===== src/rtl/recon_pkg.sv =====
// Shared types and default geometry for the reconstruction block scheduler.
package recon_pkg;

    typedef enum logic [1:0] {
        IDLE    = 2'd0,
        WAIT_IN = 2'd1,
        RUN     = 2'd2,
        WRITE   = 2'd3
    } sched_state_t;

    // 1920x1080 frame in 8x8 blocks
    localparam int unsigned FRAME_W_BLK = 240;
    localparam int unsigned FRAME_H_BLK = 135;

    localparam int unsigned COMB_LAT_DEFAULT = 2;
    localparam int unsigned RUN_CNT_W        = 3;

    // Coordinate width that stays legal for a single-block dimension
    function automatic int unsigned coord_width(input int unsigned n);
        return (n > 1) ? $clog2(n) : 1;
    endfunction

endpackage


===== src/rtl/recon_block_scheduler_if.sv =====
// Source, combiner and writer handshake bundle seen by the block scheduler.
interface recon_block_scheduler_if #(
    parameter int unsigned XW = 8,
    parameter int unsigned YW = 8
);
    logic          pred_valid;
    logic          pred_ready;
    logic          res_valid;
    logic          res_ready;
    logic          comb_enable;
    logic          comb_done;
    logic          wr_valid;
    logic          wr_ready;
    logic [XW-1:0] wr_blk_x;
    logic [YW-1:0] wr_blk_y;

    modport master (
        input  pred_valid, res_valid, comb_done, wr_ready,
        output pred_ready, res_ready, comb_enable, wr_valid, wr_blk_x, wr_blk_y
    );

    modport slave (
        output pred_valid, res_valid, comb_done, wr_ready,
        input  pred_ready, res_ready, comb_enable, wr_valid, wr_blk_x, wr_blk_y
    );
endinterface


===== src/rtl/raster_block_counter.sv =====
// Raster-order block position counter; last flags the bottom-right block.
module raster_block_counter #(
    parameter int unsigned W  = 240,
    parameter int unsigned H  = 135,
    parameter int unsigned XW = 8,
    parameter int unsigned YW = 8
) (
    input  logic          clk,
    input  logic          reset,
    input  logic          clr,
    input  logic          adv,
    output logic [XW-1:0] x,
    output logic [YW-1:0] y,
    output logic          last
);
    localparam logic [XW-1:0] X_MAX = XW'(W - 1);
    localparam logic [YW-1:0] Y_MAX = YW'(H - 1);

    logic [XW-1:0] x_n;
    logic [YW-1:0] y_n;

    always_comb begin
        x_n = x;
        y_n = y;
        if (clr) begin
            x_n = '0;
            y_n = '0;
        end else if (adv) begin
            if (x == X_MAX) begin
                x_n = '0;
                y_n = (y == Y_MAX) ? '0 : y + YW'(1);
            end else begin
                x_n = x + XW'(1);
            end
        end
    end

    // last is registered alongside the position it describes
    always_ff @(posedge clk) begin
        if (reset) begin
            x    <= '0;
            y    <= '0;
            last <= (X_MAX == '0) && (Y_MAX == '0);
        end else begin
            x    <= x_n;
            y    <= y_n;
            last <= (x_n == X_MAX) && (y_n == Y_MAX);
        end
    end

endmodule


===== src/rtl/recon_block_scheduler.sv =====
// Joins prediction and residual blocks, sequences the combiner enable and
// hands each reconstructed block to the frame-buffer writer in raster order.
module recon_block_scheduler
    import recon_pkg::*;
#(
    parameter int unsigned FRAME_W_BLK = recon_pkg::FRAME_W_BLK,
    parameter int unsigned FRAME_H_BLK = recon_pkg::FRAME_H_BLK,
    parameter int unsigned COMB_LAT    = COMB_LAT_DEFAULT,
    parameter int unsigned XW          = coord_width(FRAME_W_BLK),
    parameter int unsigned YW          = coord_width(FRAME_H_BLK)
) (
    input  logic                    clk,
    input  logic                    reset,
    input  logic                    start,
    input  logic                    abort,
    recon_block_scheduler_if.master bus,
    output logic                    busy,
    output logic                    frame_done,
    output logic                    err_done
);
    localparam logic [1:0] S_IDLE    = IDLE;
    localparam logic [1:0] S_WAIT_IN = WAIT_IN;
    localparam logic [1:0] S_RUN     = RUN;
    localparam logic [1:0] S_WRITE   = WRITE;

    localparam logic [RUN_CNT_W-1:0] RUN_LAST = RUN_CNT_W'(COMB_LAT - 1);

    logic [1:0]           state, state_n;
    logic [RUN_CNT_W-1:0] run_cnt, run_cnt_n;
    logic                 first_wr, first_wr_n;
    logic                 enable_q, enable_n;
    logic                 last_run_q, last_run_n;
    logic                 wr_valid_q, wr_valid_n;
    logic                 busy_n, frame_done_n, err_done_n;
    logic                 cnt_clr, cnt_adv, cnt_last;
    logic [XW-1:0]        blk_x;
    logic [YW-1:0]        blk_y;

    raster_block_counter #(
        .W  (FRAME_W_BLK),
        .H  (FRAME_H_BLK),
        .XW (XW),
        .YW (YW)
    ) u_pos (
        .clk   (clk),
        .reset (reset),
        .clr   (cnt_clr),
        .adv   (cnt_adv),
        .x     (blk_x),
        .y     (blk_y),
        .last  (cnt_last)
    );

    // Next state, position control and next values of the registered outputs
    always_comb begin
        state_n      = state;
        run_cnt_n    = run_cnt;
        first_wr_n   = 1'b0;
        cnt_clr      = 1'b0;
        cnt_adv      = 1'b0;
        frame_done_n = 1'b0;
        err_done_n   = err_done;

        if (abort) begin
            state_n = S_IDLE;
        end else begin
            case (state)
                S_IDLE: begin
                    if (start) begin
                        state_n    = S_WAIT_IN;
                        cnt_clr    = 1'b1;
                        err_done_n = 1'b0;
                    end
                end
                S_WAIT_IN: begin
                    if (bus.pred_valid && bus.res_valid) begin
                        state_n   = S_RUN;
                        run_cnt_n = '0;
                    end
                end
                S_RUN: begin
                    if (run_cnt == RUN_LAST) begin
                        state_n    = S_WRITE;
                        first_wr_n = 1'b1;
                    end else begin
                        run_cnt_n = run_cnt + RUN_CNT_W'(1);
                    end
                end
                S_WRITE: begin
                    if (first_wr && !bus.comb_done) begin
                        err_done_n = 1'b1;
                    end
                    if (bus.wr_ready) begin
                        cnt_adv = 1'b1;
                        if (cnt_last) begin
                            state_n      = S_IDLE;
                            frame_done_n = 1'b1;
                        end else begin
                            state_n = S_WAIT_IN;
                        end
                    end
                end
                default: state_n = S_IDLE;
            endcase
        end

        enable_n   = (state_n == S_RUN);
        last_run_n = (state_n == S_RUN) && (run_cnt_n == RUN_LAST);
        wr_valid_n = (state_n == S_WRITE);
        busy_n     = (state_n != S_IDLE);
    end

    always_ff @(posedge clk) begin
        if (reset) begin
            state      <= S_IDLE;
            run_cnt    <= '0;
            first_wr   <= 1'b0;
            enable_q   <= 1'b0;
            last_run_q <= 1'b0;
            wr_valid_q <= 1'b0;
            busy       <= 1'b0;
            frame_done <= 1'b0;
            err_done   <= 1'b0;
        end else begin
            state      <= state_n;
            run_cnt    <= run_cnt_n;
            first_wr   <= first_wr_n;
            enable_q   <= enable_n;
            last_run_q <= last_run_n;
            wr_valid_q <= wr_valid_n;
            busy       <= busy_n;
            frame_done <= frame_done_n;
            err_done   <= err_done_n;
        end
    end

    // Readies must drop in the same cycle as abort or reset so no handshake completes
    assign bus.pred_ready  = last_run_q && !abort && !reset;
    assign bus.res_ready   = last_run_q && !abort && !reset;
    assign bus.comb_enable = enable_q;
    assign bus.wr_valid    = wr_valid_q;
    assign bus.wr_blk_x    = blk_x;
    assign bus.wr_blk_y    = blk_y;

endmodule


===== src/flat_wrapper.sv =====
// flat-port wrapper written by rule: the top's interface ports become plain ports
module recon_block_scheduler_flat import recon_pkg::*;
#(
    parameter int unsigned FRAME_W_BLK = recon_pkg::FRAME_W_BLK,
    parameter int unsigned FRAME_H_BLK = recon_pkg::FRAME_H_BLK,
    parameter int unsigned COMB_LAT    = COMB_LAT_DEFAULT,
    parameter int unsigned XW          = coord_width(FRAME_W_BLK),
    parameter int unsigned YW          = coord_width(FRAME_H_BLK)
)
  (clk, reset, start, abort, busy, frame_done, err_done, bus_pred_valid, bus_res_valid, bus_comb_done, bus_wr_ready, bus_pred_ready, bus_res_ready, bus_comb_enable, bus_wr_valid, bus_wr_blk_x, bus_wr_blk_y);
  recon_block_scheduler_if #(.XW(XW), .YW(YW)) bus_i ();
  input  logic clk;
  input  logic reset;
  input  logic start;
  input  logic abort;
  output logic busy;
  output logic frame_done;
  output logic err_done;
  input wire logic [$bits(bus_i.pred_valid)-1:0] bus_pred_valid;
  input wire logic [$bits(bus_i.res_valid)-1:0] bus_res_valid;
  input wire logic [$bits(bus_i.comb_done)-1:0] bus_comb_done;
  input wire logic [$bits(bus_i.wr_ready)-1:0] bus_wr_ready;
  output wire logic [$bits(bus_i.pred_ready)-1:0] bus_pred_ready;
  output wire logic [$bits(bus_i.res_ready)-1:0] bus_res_ready;
  output wire logic [$bits(bus_i.comb_enable)-1:0] bus_comb_enable;
  output wire logic [$bits(bus_i.wr_valid)-1:0] bus_wr_valid;
  output wire logic [$bits(bus_i.wr_blk_x)-1:0] bus_wr_blk_x;
  output wire logic [$bits(bus_i.wr_blk_y)-1:0] bus_wr_blk_y;
  assign bus_i.pred_valid = bus_pred_valid;
  assign bus_i.res_valid = bus_res_valid;
  assign bus_i.comb_done = bus_comb_done;
  assign bus_i.wr_ready = bus_wr_ready;
  assign bus_pred_ready = bus_i.pred_ready;
  assign bus_res_ready = bus_i.res_ready;
  assign bus_comb_enable = bus_i.comb_enable;
  assign bus_wr_valid = bus_i.wr_valid;
  assign bus_wr_blk_x = bus_i.wr_blk_x;
  assign bus_wr_blk_y = bus_i.wr_blk_y;
  recon_block_scheduler #(.FRAME_W_BLK(FRAME_W_BLK), .FRAME_H_BLK(FRAME_H_BLK), .COMB_LAT(COMB_LAT), .XW(XW), .YW(YW)) u_core (.clk(clk), .reset(reset), .start(start), .abort(abort), .bus(bus_i), .busy(busy), .frame_done(frame_done), .err_done(err_done));
endmodule

===== config.mk =====
export PLATFORM = sky130hd
export DESIGN_NAME = recon_block_scheduler_flat
export DESIGN_NICKNAME = d
export VERILOG_FILES = /design/src/rtl/recon_pkg.sv /design/src/rtl/recon_block_scheduler_if.sv /design/src/rtl/raster_block_counter.sv /design/src/rtl/recon_block_scheduler.sv /design/src/flat_wrapper.sv
export SDC_FILE = /design/constraint.sdc
export NUM_CORES = 1
export LEC_CHECK = 0
export BUFFER_PORTS_ARGS = -buffer_cell sky130_fd_sc_hd__buf_2
export CORE_ASPECT_RATIO = 1.4
export CORE_MARGIN = 1
export CORE_UTILIZATION = 57
export CTS_BUF_LIST = sky130_fd_sc_hd__clkbuf_4 sky130_fd_sc_hd__clkbuf_8
export CTS_CLUSTER_SIZE = 30
export DETAILED_ROUTE_END_ITERATION = 12
export PLACE_DENSITY_LB_ADDON = 0.2
export RECOVER_POWER = 25
export SLEW_MARGIN = 20
export SYNTH_ARGS = -nofsm -noshare
export SYNTH_HDL_FRONTEND = slang
export SYNTH_SLANG_ARGS = --single-unit

===== constraint.sdc =====
create_clock -name clk -period 2.6 [get_ports clk]
set_clock_uncertainty 0.1 [all_clocks]
set_input_delay 0.26 -clock clk [delete_from_list [all_inputs] [get_ports clk]]
set_output_delay 0.26 -clock clk [all_outputs]
set_load 0.005 [all_outputs]

==> impl_metrics.tcl <==
set metrics [dict create \
    status "finished clean" \
    max_freq_ghz 0.431 \
    diodes 0 \
    antenna_found_initial 0 \
    synth_area_mm2 0.00167 \
    core_region_area_mm2 0.00270 \
    endpoint_kind "flip-flop" \
    areaGrowthSynthToFinish_pct 12.7 \
    root_buffer "clkbuf_4" \
    fill_cells 245 \
    gr-usage-all-layers_pct 27.0 \
    final_common_cell "dfxtp_1" \
    power_leakage_nw 0.754 \
    ctsResizeCount 0 \
    crit_type "reg -> reg" \
    worst_path_dominant_cell_family "simple AND/OR/NAND/NOR gates" \
    synth_cell_types 47 \
    synth_cells 201 \
    synth_fp_nets 219 \
    async_reset_ff_share_pct 0 \
    post_cts_buffers 0 \
    rsz0062_at_grt "false" \
    irDropWorstVdd_v 0.000353 \
    setup_violations 0 \
    cts_buffers 5 \
    drv_slew 0 \
    path_cells "ha_1 -> nand4b_1 -> nor4_1 -> buf_4 -> o21ai_0 -> a21oi_1 -> nand4b_1 -> nor4_2" \
    ant_nets 0 \
    fin_crit_sh_pct 89.2 \
    ys_ff_latch 29 \
    layout.cells.most_common_list "dfxtp_1, buf_2, nor2_1, o21ai_0, a21oi_1" \
    die_area_mm2 0.00315 \
    ioPinCount 31 \
    tightestPinTransition_ps 736 \
    setup_tns_ps 0 \
    firstDrtPassIters 4 \
    hold_path.class "in -> reg" \
    grt_pass1_wl_um 6110 \
    drc 0 \
    grt_pass1_vias 1531 \
    gp_congestion 0.884 \
    synth_top_area_cell "dfxtp_1" \
    synth_top_area_share_pct 34.8 \
    path_buf_inv 1 \
    drive_above_1_share_pct 17.9 \
    start_util_pct 61.8 \
    multi_input_comb_area_um2 1000 \
    critical_path_required_ps 2740 \
    cts-htree-levels 2 \
    portBuffers 30 \
    viasPerCell 5.89 \
    power_uw 773 \
    die_h_um 66 \
    drv_cap 0 \
    cp_slowest_stage_delay_ps 570 \
    grt_overflow_total 0 \
    vias 1590 \
    avgSynthCellArea_um2 8.30 \
    rows 22 \
    wl_um 3770 \
    synth_edf_count 0 \
    postSynth.topFlopCell "dfxtp_1" \
    tritoncts "yes" \
    synth.area.top_cells "dfxtp_1, ha_1, nor2_1" \
    final_nets 251 \
    cts.sink_count 29 \
    layout_min_cycle_time_ps 2320 \
    cp_slowest_cell "nor4_1" \
    cp_max_fo 7 \
    ys_seq_area_share_pct 34.8 \
    grt_max_degree 13 \
    routedWlPerCell_um 14.0 \
    ys_warn_count 0 \
    drt_iter0_drc 66 \
    clk_latency_ps 330 \
    path_common_cell "nand4b_1" \
    regArea_um2 581 \
    hold_slack_ps 84.8 \
    place_hpwl_um 2860 \
    hold_viol 0 \
    cp.arrival_ps 2460 \
    p_per_area_mw_per_mm2 411 \
    cp-start-kind "flip-flop" \
    die_w_um 47.7 \
    ctsHoldBuffers 0 \
    cts.clk_slew.worst_paths_ps 90 \
    cts_buffer_depth 2 \
    maxSlewHeadroom_pct 50.5 \
]
metal layers:
| layer | track usage (%) | wire length, µm |
|---|---|---|
| met2 | 47.3 | 2020 |
| met1 | 27.4 | 1530 |
| met5 | 0 | 0 |
| met3 | 7.92 | 151 |
| met4 | 12.8 | 61 |
registers in the layout (all words and copies together), names as in the netlist:
| register | count |
|---|---|
| u_core.bus.comb_enable | 1 |
| u_core.bus.wr_valid | 1 |
| u_core.busy | 1 |
| u_core.err_done | 1 |
| u_core.first_wr | 1 |
| u_core.frame_done | 1 |
| u_core.last_run_q | 1 |
| u_core.run_cnt | 3 |
| u_core.state | 2 |
| u_core.u_pos.last | 1 |
| u_core.u_pos.x | 8 |
| u_core.u_pos.y | 8 |
synthesized netlist by cell type, drive strengths merged, types with 2 or more instances:
library cell	count
a21oi	14
a22oi	2
a31oi	2
and3	4
and3b	2
and4b	2
buf	5
clkbuf	2
dfxtp	29
ha	10
inv	11
nand2	13
nand2b	6
nand3	10
nand3b	2
nand4	4
nand4b	2
nor2	21
nor2b	9
nor3	5
nor3b	2
nor4	3
nor4bb	2
o21a	2
o21ai	14
o22ai	2
or3	3
xnor2	4
xor2	2
power by group:
group          switching (mW)  internal (mW)
registers             0.00269          0.448
clock network           0.157          0.113
logic                  0.0335         0.0188
total                   0.193          0.580
worst reg2reg max path, cell delays in order, from the launching register on:
cell and delay, ps:
dfxtp_1 410, ha_1 180, nand4b_1 90, nor4_1 570, buf_4 270, o21ai_0 90, a21oi_1 140, nand4b_1 130
nor4_2 240
cell type report:
cell class | count | area share [%]
clock buffer | 6 | 2.40
timing repair buffer | 32 | 8.39
clock inverter | 2 | 0.533
inverter | 11 | 2.20
multi-input combinational | 154 | 53.2
tap | 36 | 2.40
sequential | 29 | 30.9
through the flow:
step	instance area [µm²]	worst slack (ps)	cells	utilization [%]
detailed placement	1830	391	262	67.9
finish	1880	280	270	69.7
global route	1880	122	270	69.7
global placement	1830	475	262	67.9
floorplan	1670	625	201	-
CTS	1890	348	270	69.9
worst paths after layout:
path,startpoint,endpoint,slack (ps),cells past startpoint
hold / removal,reset,u_core.err_done$_SDFFE_PP0P_,80,2
setup / recovery,u_core.u_pos.y[1]$_SDFF_PP0_,u_core.u_pos.last$_SDFF_PP0_,280,8
setup reg to reg,u_core.u_pos.y[1]$_SDFF_PP0_,u_core.u_pos.last$_SDFF_PP0_,280,8
hold reg to reg,u_core.u_pos.last$_SDFF_PP0_,u_core.frame_done$_SDFF_PP0_,360,2
cells by family after synthesis:
| family | share of synthesized area, % |
|---|---|
| xor+xnor | 3.15 |
| simple gates | 33.2 |
| buf+inv | 5.25 |
| fa+ha+maj | 7.50 |
| flops | 34.8 |
| compound gates | 16.1 |
No activity file was read; power rests on OpenSTA's default activity.
